File: src/rtl/alu_control_pipe.sv
// Registered, valid/ready-handshaked ALU control decoder: {alu_op, opcode} -> alu_cnt/alu_ill.
// Define ALU_CTRL_MULTICYCLE_EN to decode MUL/DIV and stall issue for MC_CYCLES after each.
module alu_control_pipe #(
  parameter int unsigned OPCODE_W  = 4,
  parameter int unsigned CNT_W     = 4,
  parameter int unsigned R_BASE    = 2,
  parameter int unsigned R_COUNT   = 8,
  parameter int unsigned MC_CYCLES = 4
) (
  input  logic                clk,
  input  logic                rst_n,
  input  logic                in_valid,
  output logic                in_ready,
  input  logic [1:0]          alu_op,
  input  logic [OPCODE_W-1:0] opcode,
  output logic                out_valid,
  input  logic                out_ready,
  output logic [CNT_W-1:0]    alu_cnt,
  output logic                alu_ill,
  output logic                alu_mc,
  output logic                busy
);

  if (MC_CYCLES < 2) begin : g_mc_chk
    $error("MC_CYCLES below 2");
  end
  if ((2 ** CNT_W) < (R_COUNT + 2)) begin : g_cnt_chk
    $error("CNT_W too narrow for R_COUNT");
  end

  localparam int unsigned ExtW = OPCODE_W + 1;
  // One extra bit keeps R_BASE+R_COUNT(+1) comparable without wrapping.
  localparam logic [ExtW-1:0] RLo = ExtW'(R_BASE);
  localparam logic [ExtW-1:0] RHi = ExtW'(R_BASE + R_COUNT);

`ifdef ALU_CTRL_MULTICYCLE_EN
  localparam int unsigned McW = $clog2(MC_CYCLES);
  typedef enum logic [1:0] {StIdle, StFull, StStall} state_e;
`else
  typedef enum logic [0:0] {StIdle, StFull} state_e;
`endif

  state_e              state_q, state_d;
  logic [CNT_W-1:0]    cnt_q, cnt_d;
  logic                ill_q, ill_d;
  logic [ExtW-1:0]     opc_ext;
  logic [OPCODE_W-1:0] rel;
  logic [CNT_W-1:0]    dec_cnt;
  logic                dec_ill;
  logic                held_mc;
`ifdef ALU_CTRL_MULTICYCLE_EN
  logic                mc_q, mc_d;
  logic                dec_mc;
  logic [McW-1:0]      mcc_q, mcc_d;
`endif

  assign opc_ext = {1'b0, opcode};
  assign rel     = opcode - OPCODE_W'(R_BASE);

  always_comb begin
    dec_cnt = '0;
    dec_ill = 1'b0;
`ifdef ALU_CTRL_MULTICYCLE_EN
    dec_mc  = 1'b0;
`endif
    case (alu_op)
      2'b10: dec_cnt = '0;
      2'b01: dec_cnt = CNT_W'(1);
      2'b00: begin
        if (opc_ext >= RLo && opc_ext < RHi) dec_cnt = rel[CNT_W-1:0];
`ifdef ALU_CTRL_MULTICYCLE_EN
        else if (opc_ext == RHi) begin
          dec_cnt = CNT_W'(R_COUNT);
          dec_mc  = 1'b1;
        end else if (opc_ext == RHi + ExtW'(1)) begin
          dec_cnt = CNT_W'(R_COUNT + 1);
          dec_mc  = 1'b1;
        end
`endif
        else dec_ill = 1'b1;
      end
      default: dec_ill = 1'b1;
    endcase
  end

`ifdef ALU_CTRL_MULTICYCLE_EN
  assign held_mc = mc_q;
`else
  assign held_mc = 1'b0;
`endif

  always_comb begin
    state_d  = state_q;
    cnt_d    = cnt_q;
    ill_d    = ill_q;
    in_ready = 1'b0;
`ifdef ALU_CTRL_MULTICYCLE_EN
    mc_d     = mc_q;
    mcc_d    = mcc_q;
`endif
    case (state_q)
      StIdle: in_ready = rst_n;
      StFull: begin
        in_ready = rst_n & out_ready & ~held_mc;
        if (out_ready) begin
          state_d = StIdle;
`ifdef ALU_CTRL_MULTICYCLE_EN
          if (mc_q) begin
            state_d = StStall;
            mcc_d   = McW'(MC_CYCLES - 1);
          end
`endif
        end
      end
`ifdef ALU_CTRL_MULTICYCLE_EN
      StStall: begin
        mcc_d = mcc_q - McW'(1);
        if (mcc_q == McW'(1)) state_d = StIdle;
      end
`endif
      default: state_d = StIdle;
    endcase
    // A same-cycle accept overrides the drain to IDLE.
    if (in_valid && in_ready) begin
      state_d = StFull;
      cnt_d   = dec_cnt;
      ill_d   = dec_ill;
`ifdef ALU_CTRL_MULTICYCLE_EN
      mc_d    = dec_mc;
`endif
    end
  end

  always_ff @(posedge clk or negedge rst_n) begin
    if (!rst_n) begin
      state_q <= StIdle;
      cnt_q   <= '0;
      ill_q   <= 1'b0;
`ifdef ALU_CTRL_MULTICYCLE_EN
      mc_q    <= 1'b0;
      mcc_q   <= '0;
`endif
    end else begin
      state_q <= state_d;
      cnt_q   <= cnt_d;
      ill_q   <= ill_d;
`ifdef ALU_CTRL_MULTICYCLE_EN
      mc_q    <= mc_d;
      mcc_q   <= mcc_d;
`endif
    end
  end

  assign out_valid = (state_q == StFull);
  assign alu_cnt   = cnt_q;
  assign alu_ill   = ill_q;
`ifdef ALU_CTRL_MULTICYCLE_EN
  assign alu_mc    = mc_q;
  assign busy      = (state_q == StStall);
`else
  assign alu_mc    = 1'b0;
  assign busy      = 1'b0;
`endif

endmodule
File: config.mk
export PLATFORM = sky130hd
export DESIGN_NAME = alu_control_pipe
export DESIGN_NICKNAME = d
export VERILOG_FILES = /design/src/rtl/alu_control_pipe.sv
export SDC_FILE = /design/constraint.sdc
export NUM_CORES = 1
export LEC_CHECK = 0
export ABC_AREA = 1
export ABC_CLOCK_PERIOD_IN_PS = 1700
export CORE_AREA = 2 2 39 41
export CTS_CLUSTER_DIAMETER = 150
export DETAILED_ROUTE_END_ITERATION = 8
export DIE_AREA = 0 0 41 43
export GPL_ROUTABILITY_DRIVEN = 0
export PLACE_DENSITY_LB_ADDON = 0.2
export SLEW_MARGIN = 20
export SYNTH_ARGS = -nofsm -noshare
export SYNTH_HDL_FRONTEND = slang
export SYNTH_SLANG_ARGS = --single-unit
File: constraint.sdc
create_clock -name clk -period 1.7 [get_ports clk]
set_input_delay 0.255 -clock clk [delete_from_list [all_inputs] [get_ports clk]]
set_output_delay 0.255 -clock clk [all_outputs]
set_load 0.01 [all_outputs]
==> flow_summary.json <==
{
  "status": "finished clean",
  "cts-resized-gates": 0,
  "rows": 14,
  "final_cell_mix": "clkdlybuf4s50_1, nand2_1, inv_1",
  "synthToLayoutAreaGrowth_pct": 48.87,
  "worst-setup-path-type": "flip-flop to primary output",
  "grt_pass1_vias": 348,
  "slowest_delay_ps": 540,
  "drive_gt1_share_pct": 20.51,
  "fillerInstances": 157,
  "overflow": 0,
  "dieWidth_um": 41,
  "ys_ff_latch": 6,
  "crit_family": "buffers and inverters",
  "cp.required_ps": 1440,
  "finClkSkew_ps": 1.964,
  "clock-sinks": 6,
  "cts_setup_buffers": 0,
  "peakVddDrop_mv": 0.2145,
  "routedWlPerCell_um": 7.979,
  "holdBufCountCts": 0,
  "maxCapViolations": 0,
  "synth_cell_types": 20,
  "end_kind": "primary output",
  "via_count": 389,
  "regArea_sq_um": 150.1,
  "yosysWarnings": 0,
  "dp_hpwl_um": 627.1,
  "setup_viol": 0,
  "critical_path_buf_inv_count": 1,
  "p_total_uw": 427.7,
  "p_leak_uw": 0.0003557,
  "cts_buffer_depth": 2,
  "crit_arrival_ps": 1120,
  "synthesis.area_sq_um": 442.9,
  "clk_pin_slew_ps": 40,
  "final_common_cell": "clkdlybuf4s50_1",
  "fin_setup_tns_ps": 0,
  "fmax_mhz": 726.6,
  "layout.cells.non_filler": 94,
  "layout.nets": 94,
  "initial_utilization_pct": 32.01,
  "dpl.cell_count": 91,
  "drt_iter0_drc": 11,
  "drv_slew": 0,
  "cts-htree-levels": 1,
  "diodes": 0,
  "core_area_sq_um": 1384,
  "first_pass_iters": 4,
  "clock_latency_ps": 240,
  "num_io_pins": 19,
  "period_share_pct": 80.95,
  "clockRootBuffer": "clkbuf_4",
  "hold_viol": 0,
  "r2r_start": "out_valid",
  "startpoint": "alu_ill",
  "timing.final.ws_setup_ps": 323.8,
  "avgSynthCellArea_sq_um": 7.771,
  "synth_cells": 57,
  "dieArea_sq_um": 1763,
  "power_density_nw_per_um2": 648.6,
  "hold_class": "input port to asynchronous set/reset pin",
  "die_y_um": 43,
  "port_buffers": 16,
  "rsz0062_at_grt": "false",
  "crit_fanout": 2,
  "pre_cts_ws_ps": 15.45,
  "seq_area_frac_synth_pct": 33.90,
  "grt_max_degree": 10,
  "cp_slowest_cell": "clkdlybuf4s50_1",
  "grt_pass1_wl_um": 1242,
  "multi_input_area_sq_um": 234.0,
  "numCtsBuffers": 3,
  "crit_path_cell_trace": "clkdlybuf4s50_1",
  "finalCriticalPeriod_ps": 1376,
  "track_usage_pct": 10.81,
  "antenna_found_initial": 0,
  "cts_tree": "yes",
  "drc": 0,
  "drt_wl_total_um": 750,
  "start_kind": "flip-flop",
  "via_per_inst": 4.138,
  "ant_nets": 0
}
## synthesized netlist by cell type
master    instances  area [sq um]
nand2_2           2         12.51
ha_1              4         50.05
nand2_1          14         52.55
nor2_4            1         11.26
xnor2_1           1         8.760
o21ai_1           2         10.01
nand4_1           1         6.260
a21boi_1          1         7.510
nand3_4           1         17.52
inv_2             1         3.750
dfrtp_1           6         150.1
and2_1            1         6.260
clkinv_2          2         10.01
nand3_2           1         10.01
nand3_1           2         10.01
nor2_2            2         12.51
inv_1             9         33.78
nor2_1            3         11.26
buf_4             2         15.01
conb_1            1         3.750
## layout make-up
cell class                 instances  area share, %
clock buffer                       3          3.416
timing repair buffer              19          28.08
sequential                         6          22.77
inverter                          12          7.211
tap                               16          3.036
multi-input combinational         38          35.48
## per-layer routing
metal	wire length [um]	vias up	track usage [%]	part of all wire (%)
met5	0	-	0	0
met4	19	0	12.00	2.5
met3	90	2	2.094	12
met2	335	17	15.31	45
met1	305	159	11.80	41
li1	-	211	-	-
## cell families (layout without fill, tap and decap cells)
group | after synthesis | in the layout | share of synthesized area (%)
xor+xnor | 1 | 1 | 1.978
compound gates | 3 | 3 | 3.956
simple gates | 28 | 28 | 33.90
fa+ha+maj | 4 | 4 | 11.30
other cells | 1 | 2 | 0.8466
flops | 6 | 6 | 33.90
buf+inv | 14 | 34 | 14.12
## sequential cells by signal, summed over array words and instances (netlist names)
| name | cells |
|---|---|
| out_valid | 1 |
| alu_cnt | 4 |
| alu_ill | 1 |
## path summary, 6_finish.rpt
kind | to | slack (ps) | cells past startpoint
worst max-delay path | alu_ill | 320 | 1
min in group clk | alu_cnt[3] | 480 | 2
worst min-delay path | alu_cnt[1] | 320 | 2
worst max register to register | alu_cnt[1] | 700 | 6
worst min register to register | alu_cnt[3] | 480 | 2
max in group asynchronous | out_valid | 1250 | 2
## power breakdown
part,total (uW),leakage (uW),internal [uW],switching [uW]
registers,168,0.0000772,159,8.79
clock network,124,0.0000138,79.4,45.1
logic,135,0.000265,75.8,59.3
## through the flow
stage | area [sq um] | hold WS (ps) | utilization (%)
floorplan | 446.7 | -40.59 | -
global placement | 634.4 | 463.4 | 45.84
detailed placement | 634.4 | 467.4 | 45.84
CTS | 656.9 | 318.8 | 47.47
global route | 659.4 | 340.8 | 47.65
finish | 659.4 | 318.9 | 47.65
Power figures use the tool's default switching activity.
